### src/rtl/pampy_pkg.sv
// Shared definitions for the pampy bytecode controller: FSM states,
// opcode constants, ALU (ula) operation and reg2 source encodings, and the
// per-opcode control word produced by pampy_decoder.
package pampy_pkg;

    // Controller states
    typedef enum logic [2:0] {
        ST_IDLE      = 3'd0,
        ST_FETCH_OP  = 3'd1,
        ST_FETCH_ARG = 3'd2,
        ST_DECODE    = 3'd3,
        ST_EXEC      = 3'd4,
        ST_HALT      = 3'd5,
        ST_ERROR     = 3'd6
    } state_t;

    // Opcodes (CPython-style bytecode subset)
    localparam logic [7:0] OP_POP_TOP           = 8'h01;
    localparam logic [7:0] OP_NOP               = 8'h09;
    localparam logic [7:0] OP_BINARY_ADD        = 8'h17;
    localparam logic [7:0] OP_BINARY_SUBTRACT   = 8'h18;
    localparam logic [7:0] OP_RETURN_VALUE      = 8'h53;
    localparam logic [7:0] OP_LOAD_CONST        = 8'h64;
    localparam logic [7:0] OP_JUMP_ABSOLUTE     = 8'h71;
    localparam logic [7:0] OP_POP_JUMP_IF_FALSE = 8'h72;

    // Opcodes at or above this value carry a one-byte argument
    localparam logic [7:0] OP_HAVE_ARGUMENT     = 8'd90;

    // ALU operation selector
    typedef enum logic [3:0] {
        ULA_NONE = 4'd0,
        ULA_ADD  = 4'd1,
        ULA_SUB  = 4'd2
    } ula_op_t;

    // reg2 load source selector
    typedef enum logic [1:0] {
        REG2_ARG = 2'd0,
        REG2_TOS = 2'd1,
        REG2_PC  = 2'd2
    } reg2_sel_t;

    // Control word for one decoded instruction
    typedef struct packed {
        logic      valid;      // opcode is recognised
        logic      halt;       // RETURN_VALUE
        logic      push;       // stack push, tos+1
        logic      pop;        // stack pop, tos-1
        logic      ula_valid;  // ALU operation requested
        ula_op_t   ula_op;
        logic      reg2_load;
        reg2_sel_t reg2_sel;
        logic      jump;       // unconditional pc <= arg
        logic      cond_jump;  // pc <= arg when ula_zero
    } ctrl_t;

    localparam ctrl_t CTRL_NONE = '0;

endpackage

### src/rtl/pampy_decoder.sv
// Combinational opcode-to-control mapping for pampy_ctrl_fsm.
// Unknown opcodes leave ctrl.valid low so the controller can trap them.
import pampy_pkg::*;

module pampy_decoder #(
    parameter int DATA_WIDTH = 8
) (
    input  logic [DATA_WIDTH-1:0] opcode,
    output ctrl_t                 ctrl
);

    // Translate the captured opcode into a control word
    always_comb begin
        ctrl = CTRL_NONE;
        case (opcode)
            DATA_WIDTH'(OP_NOP): begin
                ctrl.valid = 1'b1;
            end
            DATA_WIDTH'(OP_POP_TOP): begin
                ctrl.valid = 1'b1;
                ctrl.pop   = 1'b1;
            end
            DATA_WIDTH'(OP_BINARY_ADD): begin
                ctrl.valid     = 1'b1;
                ctrl.pop       = 1'b1;
                ctrl.ula_valid = 1'b1;
                ctrl.ula_op    = ULA_ADD;
            end
            DATA_WIDTH'(OP_BINARY_SUBTRACT): begin
                ctrl.valid     = 1'b1;
                ctrl.pop       = 1'b1;
                ctrl.ula_valid = 1'b1;
                ctrl.ula_op    = ULA_SUB;
            end
            DATA_WIDTH'(OP_LOAD_CONST): begin
                ctrl.valid     = 1'b1;
                ctrl.push      = 1'b1;
                ctrl.reg2_load = 1'b1;
                ctrl.reg2_sel  = REG2_ARG;
            end
            DATA_WIDTH'(OP_JUMP_ABSOLUTE): begin
                ctrl.valid = 1'b1;
                ctrl.jump  = 1'b1;
            end
            DATA_WIDTH'(OP_POP_JUMP_IF_FALSE): begin
                ctrl.valid     = 1'b1;
                ctrl.pop       = 1'b1;
                ctrl.cond_jump = 1'b1;
            end
            DATA_WIDTH'(OP_RETURN_VALUE): begin
                ctrl.valid = 1'b1;
                ctrl.halt  = 1'b1;
            end
            default: begin
                ctrl = CTRL_NONE;
            end
        endcase
    end

endmodule

### src/rtl/pampy_ctrl_fsm.sv
// pampy_ctrl_fsm: fetch/decode/execute controller for a small stack-based
// bytecode machine. Fetches an opcode (plus an argument byte for opcodes
// >= HAVE_ARGUMENT) over a req/ack instruction port, then issues one cycle
// of strobes in EXEC.
// Optional feature: define PAMPY_STACK_CHECK_EN to trap stack overflow
// (push at tos == STACK_DEPTH) and underflow (pop at tos == 0) into ERROR.
// Without it tos wraps modulo 2^ADDR_WIDTH.
import pampy_pkg::*;

module pampy_ctrl_fsm #(
    parameter int DATA_WIDTH  = 8,
    parameter int ADDR_WIDTH  = 12,
    parameter int STACK_DEPTH = 256
) (
    input  logic                  general_clk,
    input  logic                  general_reset,
    input  logic                  start,
    output logic                  busy,
    output logic                  halted,
    output logic                  err,
    output logic                  imem_req,
    output logic [ADDR_WIDTH-1:0] imem_addr,
    input  logic                  imem_ack,
    input  logic [DATA_WIDTH-1:0] imem_data,
    output logic                  reg1_load,
    output logic [1:0]            reg2_sel,
    output logic                  reg2_load,
    output logic [DATA_WIDTH-1:0] arg,
    output logic [3:0]            ula_op,
    output logic                  ula_valid,
    input  logic                  ula_zero,
    output logic                  stack_push,
    output logic                  stack_pop,
    output logic [ADDR_WIDTH-1:0] tos,
    output logic [ADDR_WIDTH-1:0] pc
);

`ifdef PAMPY_STACK_CHECK_EN
    localparam logic STACK_CHECK = 1'b1;
`else
    localparam logic STACK_CHECK = 1'b0;
`endif

    // One extra bit so a depth of exactly 2^ADDR_WIDTH is representable
    localparam logic [ADDR_WIDTH:0]   STACK_LIMIT = (ADDR_WIDTH + 1)'(STACK_DEPTH);
    localparam logic [ADDR_WIDTH-1:0] ADDR_ONE    = ADDR_WIDTH'(1'b1);
    localparam logic [ADDR_WIDTH-1:0] ADDR_ZERO   = {ADDR_WIDTH{1'b0}};
    localparam logic [DATA_WIDTH-1:0] HAVE_ARG    = DATA_WIDTH'(OP_HAVE_ARGUMENT);

    state_t                state_r;
    logic [DATA_WIDTH-1:0] opcode_r;
    ctrl_t                 dec_ctrl_s;
    logic                  push_ovf_s;
    logic                  pop_unf_s;
    logic                  stack_fault_s;
    logic                  take_jump_s;

    pampy_decoder #(
        .DATA_WIDTH (DATA_WIDTH)
    ) u_decoder (
        .opcode (opcode_r),
        .ctrl   (dec_ctrl_s)
    );

    // Stack bound checks and jump qualification for the decoded instruction
    always_comb begin
        push_ovf_s    = STACK_CHECK & dec_ctrl_s.push & ({1'b0, tos} == STACK_LIMIT);
        pop_unf_s     = STACK_CHECK & dec_ctrl_s.pop & (tos == ADDR_ZERO);
        stack_fault_s = push_ovf_s | pop_unf_s;
        take_jump_s   = dec_ctrl_s.jump | (dec_ctrl_s.cond_jump & ula_zero);
    end

    // Controller FSM with registered outputs; strobes default low every cycle
    always_ff @(posedge general_clk or negedge general_reset) begin
        if (!general_reset) begin
            state_r    <= ST_IDLE;
            opcode_r   <= {DATA_WIDTH{1'b0}};
            busy       <= 1'b0;
            halted     <= 1'b0;
            err        <= 1'b0;
            imem_req   <= 1'b0;
            imem_addr  <= ADDR_ZERO;
            reg1_load  <= 1'b0;
            reg2_sel   <= REG2_ARG;
            reg2_load  <= 1'b0;
            arg        <= {DATA_WIDTH{1'b0}};
            ula_op     <= ULA_NONE;
            ula_valid  <= 1'b0;
            stack_push <= 1'b0;
            stack_pop  <= 1'b0;
            tos        <= ADDR_ZERO;
            pc         <= ADDR_ZERO;
        end else begin
            reg1_load  <= 1'b0;
            reg2_sel   <= REG2_ARG;
            reg2_load  <= 1'b0;
            ula_op     <= ULA_NONE;
            ula_valid  <= 1'b0;
            stack_push <= 1'b0;
            stack_pop  <= 1'b0;

            case (state_r)
                ST_IDLE: begin
                    if (start) begin
                        state_r <= ST_FETCH_OP;
                        pc      <= ADDR_ZERO;
                        tos     <= ADDR_ZERO;
                        busy    <= 1'b1;
                    end
                end

                ST_FETCH_OP: begin
                    if (!imem_req) begin
                        // Open the request; address held until the ack
                        imem_req  <= 1'b1;
                        imem_addr <= pc;
                    end else if (imem_ack) begin
                        opcode_r <= imem_data;
                        pc       <= pc + ADDR_ONE;
                        imem_req <= 1'b0;
                        if (imem_data >= HAVE_ARG) begin
                            state_r <= ST_FETCH_ARG;
                        end else begin
                            state_r <= ST_DECODE;
                        end
                    end
                end

                ST_FETCH_ARG: begin
                    if (!imem_req) begin
                        imem_req  <= 1'b1;
                        imem_addr <= pc;
                    end else if (imem_ack) begin
                        arg      <= imem_data;
                        pc       <= pc + ADDR_ONE;
                        imem_req <= 1'b0;
                        state_r  <= ST_DECODE;
                    end
                end

                ST_DECODE: begin
                    if (!dec_ctrl_s.valid || stack_fault_s) begin
                        // Unknown opcode or stack bound violation: no strobes
                        state_r <= ST_ERROR;
                        err     <= 1'b1;
                        busy    <= 1'b0;
                    end else if (dec_ctrl_s.halt) begin
                        state_r <= ST_HALT;
                        halted  <= 1'b1;
                        busy    <= 1'b0;
                    end else begin
                        // Strobes become visible for exactly the EXEC cycle
                        state_r    <= ST_EXEC;
                        stack_push <= dec_ctrl_s.push;
                        stack_pop  <= dec_ctrl_s.pop;
                        ula_valid  <= dec_ctrl_s.ula_valid;
                        ula_op     <= dec_ctrl_s.ula_op;
                        reg2_load  <= dec_ctrl_s.reg2_load;
                        reg2_sel   <= dec_ctrl_s.reg2_sel;
                        reg1_load  <= take_jump_s;
                        if (dec_ctrl_s.push) begin
                            tos <= tos + ADDR_ONE;
                        end else if (dec_ctrl_s.pop) begin
                            tos <= tos - ADDR_ONE;
                        end
                        if (take_jump_s) begin
                            pc <= ADDR_WIDTH'(arg);
                        end
                    end
                end

                ST_EXEC: begin
                    state_r <= ST_FETCH_OP;
                end

                ST_HALT: begin
                    if (start) begin
                        state_r <= ST_FETCH_OP;
                        pc      <= ADDR_ZERO;
                        tos     <= ADDR_ZERO;
                        halted  <= 1'b0;
                        busy    <= 1'b1;
                    end
                end

                ST_ERROR: begin
                    // Sticky until reset
                    err  <= 1'b1;
                    busy <= 1'b0;
                end

                default: begin
                    state_r  <= ST_ERROR;
                    err      <= 1'b1;
                    busy     <= 1'b0;
                    imem_req <= 1'b0;
                end
            endcase
        end
    end

endmodule

### config.mk
export PLATFORM = sky130hd
export DESIGN_NAME = pampy_ctrl_fsm
export DESIGN_NICKNAME = d
export VERILOG_FILES = /design/src/rtl/pampy_pkg.sv /design/src/rtl/pampy_decoder.sv /design/src/rtl/pampy_ctrl_fsm.sv
export SDC_FILE = /design/constraint.sdc
export NUM_CORES = 1
export LEC_CHECK = 0
export BUFFER_PORTS_ARGS = -buffer_cell sky130_fd_sc_hd__buf_2
export CORE_MARGIN = 2
export CORE_UTILIZATION = 25
export CTS_BUF_LIST = sky130_fd_sc_hd__clkbuf_16
export DETAILED_ROUTE_END_ITERATION = 6
export PLACE_DENSITY = 0.44
export SYNTH_ARGS = -nofsm -noshare
export SYNTH_HDL_FRONTEND = slang
export SYNTH_SLANG_ARGS = --single-unit
### constraint.sdc
create_clock -name general_clk -period 6.6 [get_ports general_clk]
set_clock_uncertainty 0.15 [all_clocks]
set_input_delay 0.66 -clock general_clk [delete_from_list [all_inputs] [get_ports general_clk]]
set_output_delay 0.66 -clock general_clk [all_outputs]
set_load 0.02 [all_outputs]
==> impl_metrics.toml, run 1 <==
[cts]
clk_path_buf_depth = 2
cts_buffers = 9
clk-insertion-delay-late_ps = 340
cts_setup_buffers = 0
hold_buffers = 0
ctsHtreeMaxLevel = 3
path_clk_slew_ps = 60
cts_tree = "yes"
clock-sinks = 65
cts_resized = 0
cts_root_buf = "clkbuf_16"

[synthesis]
ys.flop_type = "dfrtp_1"
synthSimpleGateAreaFrac_pct = 17.0
synth_adder_area_share_pct = 4.41
synth_xor_area_share_pct = 1.22
synth_top_family_by_area = "compound AO/OA/AOI/OAI gates"
ys_warn_count = 0
synth_cells = 356
yosysUniqueCellTypes = 57
ys_seq_area_share_pct = 45.5
synth_compound_area_share_pct = 18.7
synth_edf_count = 0
synthArstFlopShare_pct = 100
synth_area_per_cell_um2 = 10.0
synth_seq_cells = 65
synthMuxAreaShare_pct = 9.06
synth_area_um2 = 3580

[worst_setup_path]
rrSetupSlack_ps = 3260
startpoint_type = "flop"
crit_type = "reg2reg"
worst_ep_required_time_ps = 6690
reg2reg_from = "opcode_r[1]"
reg2reg_depth = 9
cp.arrival_ps = 3440
slowest_delay_ps = 510
r2r_end = "tos[8]"
crit_path_top_delay_cell = "ha_1"
crit_path_max_fanout = 17
path_cells = "nor4b_1, nand2_1, ha_1, nor2b_1, o31a_1, o21ai_0, a21oi_1, xnor2_1, o31ai_1"
worstSetupEndpointType = "flop"

[place]
gp_congestion = 0.808
place_hpwl_um = 6690
portBuffers = 67
dp_cells = 590

[routing]
wirelength_um = 9500
drtIter0Drc = 181
vias = 2944
drt_first_pass_iters = 4
via_per_inst = 4.86
ant_nets = 0
wl_per_cell_um = 15.7
drc = 0

[floorplan]
fp.dieH_um = 124
rows = 43
ios = 72
start_util_pct = 25.7
die_w_um = 124
fp.coreArea_um2 = 13900
die_area_um2 = 15300

[hold_path]
min_path_cells = 1
hold_class = "reg2reg"
hold_path_end = "imem_addr[1]"
hold_start = "imem_addr[1]"

[power_and_ir_drop]
peakVddDrop_mv = 0.276
powerDensity_nw_per_um2 = 522
leakagePower_uw = 0.00201

[sta]
tightest_slew_ps = 1160
finalSetupViolations = 0
hold_violations = 0
relSlewSlack_pct = 22.7
post-route-period-util_pct = 50.7
rsz0062_at_grt = "false"
finalSetupTns_ps = 0
drv_slew = 0
max_freq_mhz = 299
period_needed_ps = 3340

[global_route]
grt_max_degree = 66
grt-ovfl-total = 0
grt_first_pass_wirelength_um = 15500
grt_use_total_pct = 13.5
antenna_found_initial = 0
grt_pass1_vias = 2930

[finish]
num_antenna_cells = 0
fin_cells = 606
nNetsFinal = 446
area_delta_synth_final_pct = 22.1
drive_gt1_share_pct = 28.2

[job]
max_cap_violations = 0

[status]
status = "finished, final reports clean"
## flip-flops by register name, indices dropped and copies added (netlist names)
signal	count
reg2_load	1
stack_pop	1
state_r	3
halted	1
opcode_r	8
ula_valid	1
imem_req	1
arg	8
imem_addr	12
ula_op	2
busy	1
pc	12
tos	12
err	1
reg1_load	1
## cells in the mapped netlist, types with 2 or more instances
library cell | count | area (um^2)
nand3b_1 | 2 | 15.0
o311ai_2 | 2 | 32.5
a41oi_1 | 2 | 17.5
dfrtp_1 | 65 | 1630
ha_1 | 11 | 138
clkbuf_1 | 9 | 33.8
inv_1 | 12 | 45.0
nor3_1 | 11 | 55.1
buf_4 | 5 | 37.5
and3_1 | 9 | 56.3
a211o_1 | 2 | 17.5
a221oi_1 | 3 | 26.3
o31ai_1 | 8 | 60.1
nand2_1 | 42 | 158
xnor2_1 | 5 | 43.8
a32o_1 | 2 | 20.0
and2_1 | 2 | 12.5
a21oi_1 | 23 | 115
o21a_1 | 8 | 60.1
a31oi_1 | 4 | 25.0
nor2b_1 | 5 | 31.3
a21o_1 | 3 | 22.5
or4b_1 | 2 | 20.0
nand4b_1 | 2 | 17.5
mux2i_1 | 2 | 20.0
mux2_2 | 27 | 304
buf_2 | 3 | 15.0
nor3_2 | 2 | 20.0
nand2b_1 | 5 | 31.3
o211ai_1 | 2 | 15.0
nor2_1 | 15 | 56.3
o21ai_1 | 2 | 10.0
nand3_1 | 11 | 55.1
o21ai_0 | 19 | 95.1
o41ai_2 | 2 | 32.5
a22o_1 | 6 | 52.6
## cell type report
class,instances,area [um^2]
clock buffer,9,225
clock inverter,7,70.1
fill,1447,9570
timing repair buffer,69,350
sequential,65,1630
tap,180,225
inverter,12,45.0
multi-input combinational,264,1820
## layer usage
layer / global-route usage [%] / wire [um]
met5: 0 / 0
met3: 4.26 / 508
met2: 21.0 / 4330
met1: 17.8 / 4530
met4: 4.69 / 129
## worst max-delay path: cells and delay by family (launching register included)
| kind | cells | cell delay, ps |
|---|---|---|
| adders and majority gates | 1 | 510 |
| AOI/OAI and AO/OA | 4 | 980 |
| DFF | 1 | 480 |
| and+or+nand+nor | 3 | 970 |
| xor gates and xnor gates | 1 | 150 |
## stage by stage
step	setup WS (ps)	hold slack, ps	power, uW	instance area [um^2]	util, %
2_1_floorplan	3740	214	1510	3590	-
3_3_place_gp	3310	337	1800	4070	29.2
3_5_place_dp	3280	345	1810	4070	29.2
4_1_cts	3240	357	2300	4370	31.3
5_1_grt	2920	374	2470	4370	31.3
6_report	3260	352	2280	4370	31.3
## power breakdown
part,internal (uW),switching (uW)
clock network,291,185
registers,541,190
logic,443,628
total,1280,1000
## logic make-up after synthesis
family	after synthesis
simple gates	118
flops	65
fa+ha+maj	12
other cells	1
compound gates	96
mux	29
xor+xnor	5
buf+inv	30
## how the worst max path moves through the flow
stage	startpoint	end	slack, ps
6_report	opcode_r[1]	tos[8]	3260
2_1_floorplan	opcode_r[1]	tos[11]	3740
3_3_place_gp	opcode_r[1]	tos[10]	3310
3_5_place_dp	opcode_r[1]	tos[8]	3280
5_1_grt	opcode_r[1]	tos[10]	2920
4_1_cts	opcode_r[1]	tos[8]	3240
## cell usage in the layout (no fill, tap or decap), types with 4 or more instances in the layout
cell,netlist,routed
a22o_1,6,6
nor2b_1,5,5
xnor2_1,5,5
nor2_1,15,15
dfrtp_1,65,65
nand3_1,11,11
nand2_1,42,42
and3_1,9,9
nand2b_1,5,5
ha_1,11,11
mux2_2,27,27
inv_1,12,12
a31oi_1,4,4
clkbuf_16,0,9
o21a_1,8,8
o21ai_0,19,19
nor3_1,11,10
a21oi_1,23,23
conb_1,1,4
buf_2,3,67
o31ai_1,8,8
(Power assumes the default switching activity.)
==> run 2, diff against run 1 <==
Clock period 6.6 ns to 3.1 ns, I/O delays scaled along.
==> run 2 against run 1 <==
Against the previous run:
- design area grew 1.6%
- die area unchanged
- sequential share of layout area decreased by 0.58 points
- sequential power increased by 110%
- non-clock buffer count up 10
- worst hold slack got worse by 340 ps
- routed wire length up 2.1%
- clock-buffer cell count stayed put
- via count is 1.4% higher
- power rose by 120%
- flip-flop and latch count unchanged
- first-iteration DRC count is 3.3% higher
- critical path type unchanged
==> impl_metrics.toml, run 2 (synthesis results as in run 1) <==
[cts]
cts_tree = "yes"
cts_buffers = 9
clock-sinks = 65
ctsHtreeMaxLevel = 3
clk_path_buf_depth = 2
cts_root_buf = "clkbuf_16"
path_clk_slew_ps = 60
cts_resized = 0
hold_buffers = 0
cts_setup_buffers = 0
clk-insertion-delay-late_ps = 350

[finish]
area_delta_synth_final_pct = 24.0
multi_input_area_um2 = 1830
top_regs = "imem_addr (12), pc (12), tos (12)"
fin_cells = 615
seq_area_um2 = 1630
final_common_cell = "buf_2"
fillCellCount = 1446
num_antenna_cells = 0
fin_util_pct = 31.8
nNetsFinal = 456
drive_gt1_share_pct = 30.1
final_cell_mix = "67 x buf_2, 65 x dfrtp_1, 42 x nand2_1"

[worst_setup_path]
critPathTopFamily = "compound AO/OA/AOI/OAI gates"
startpoint_type = "flop"
worst_ep_required_time_ps = 3180
path_buf_inv = 1
rrSetupSlack_ps = 200
path_cells = "nor4b_1, nand2_1, buf_4, ha_1, a21oi_1, a211o_1, and2_1, a221oi_1, a211o_1, nand3_1"
setup.worst_path.start = "opcode_r[0]"
critPathMostFrequentCell = "a211o_1"
worstSetupEndpointType = "flop"
slowest_delay_ps = 450
crit_type = "reg2reg"
reg2reg_from = "opcode_r[0]"
crit_path_top_delay_cell = "dfrtp_1"
crit_path_max_fanout = 17
cp.arrival_ps = 2980

[floorplan]
rows = 43
start_util_pct = 25.7
die_w_um = 124
ios = 72
die_area_um2 = 15300
fp.coreArea_um2 = 13900
fp.dieH_um = 124

[sta]
setup_ws_ps = 200
finalSetupTns_ps = 0
max_freq_mhz = 345
rsz0062_at_grt = "false"
tightest_slew_ps = 1050
period_needed_ps = 2900
post-route-period-util_pct = 93.6
relSlewSlack_pct = 29.8
finalSetupViolations = 0
hold_violations = 0
drv_slew = 0

[routing]
ant_nets = 0
via_per_inst = 4.86
drtIter0Drc = 187
drc = 0
vias = 2986
drt_first_pass_iters = 4
wl_per_cell_um = 15.8
wirelength_um = 9700

[global_route]
grt_first_pass_wirelength_um = 16000
grt_max_degree = 44
grt_use_total_pct = 13.9
grt_pass1_vias = 3033
antenna_found_initial = 0
grt-ovfl-total = 0

[job]
max_cap_violations = 0

[power_and_ir_drop]
peakVddDrop_mv = 0.608
powerDensity_nw_per_um2 = 1110
pwr-share-comb_pct = 49.0
p_sw_share_pct = 43.6
leakagePower_uw = 0.00207
clkPwrFrac_pct = 20.4
internal-power_uw = 2780
switchingPower_uw = 2150
sequentialPowerShare_pct = 30.6

[place]
gp_congestion = 0.832
portBuffers = 67
place_hpwl_um = 7000
dp_cells = 600
dp_slack_ps = 117

[status]
status = "finished, final reports clean"

[hold_path]
hold_class = "in2async"
## run 2: changes by cell type in the layout (fill, tap and decap cells not counted), moves of 2 or more
cell,previous run,this run
clkinv_2,0,2
buf_4,2,12
clkinvlp_4,2,0
clkinv_1,2,0
## run 2: power by group through the flow
stage / combinational, uW / clock, uW / sequential [uW]
finish: 2420 / 1010 / 1510
global route: 2730 / 1070 / 1570
CTS: 2440 / 1030 / 1520
detailed placement: 2440 / 0 / 1530
global placement: 2410 / 0 / 1520
floorplan: 1540 / 0 / 1670
## run 2: metrics by stage
| step | cell area [um^2] | hold slack [ps] | power [uW] |
|---|---|---|---|
| after CTS | 4430 | 40.2 | 4990 |
| final | 4430 | 13.8 | 4940 |
| after detailed placement | 4150 | 340 | 3960 |
| after global placement | 4150 | 336 | 3930 |
| after floorplan | 3590 | -136 | 3210 |
| after global routing | 4430 | 64.0 | 5370 |
## run 2: worst reg2reg max path: cells and delay by family, from the launching register on
family                     cells  cell delay [ps]
and+or+nand+nor                4              650
buffers and inverters          1              210
DFF                            1              450
AOI/OAI and AO/OA              4              970
adders and majority gates      1              350
## run 2: path summary, 6_finish.rpt
check / endpoint / cells past startpoint
worst max-delay path: tos[11] / 10
worst min-delay path: reg2_load / 1
worst min register to register: err / 2
max in group asynchronous: imem_addr[5] / 2
worst max register to register: tos[11] / 10
min in group general_clk: opcode_r[0] / 3
## run 2: layer usage
layer,global-route usage (%),up-vias,wire (um)
met5,0,-,0
met1,18.1,1446,4580
met4,5.26,0,151
met2,21.8,72,4470
li1,-,1455,-
met3,3.94,13,505
## run 2: area by class of cell
type,count,share of cell area (%)
Clock buffer,9,5.08
Clock inverter,6,1.38
Inverter,12,1.02
Multi-Input combinational cell,264,41.2
Sequential cell,65,36.7
Tap cell,180,5.08
Timing Repair Buffer,79,9.59
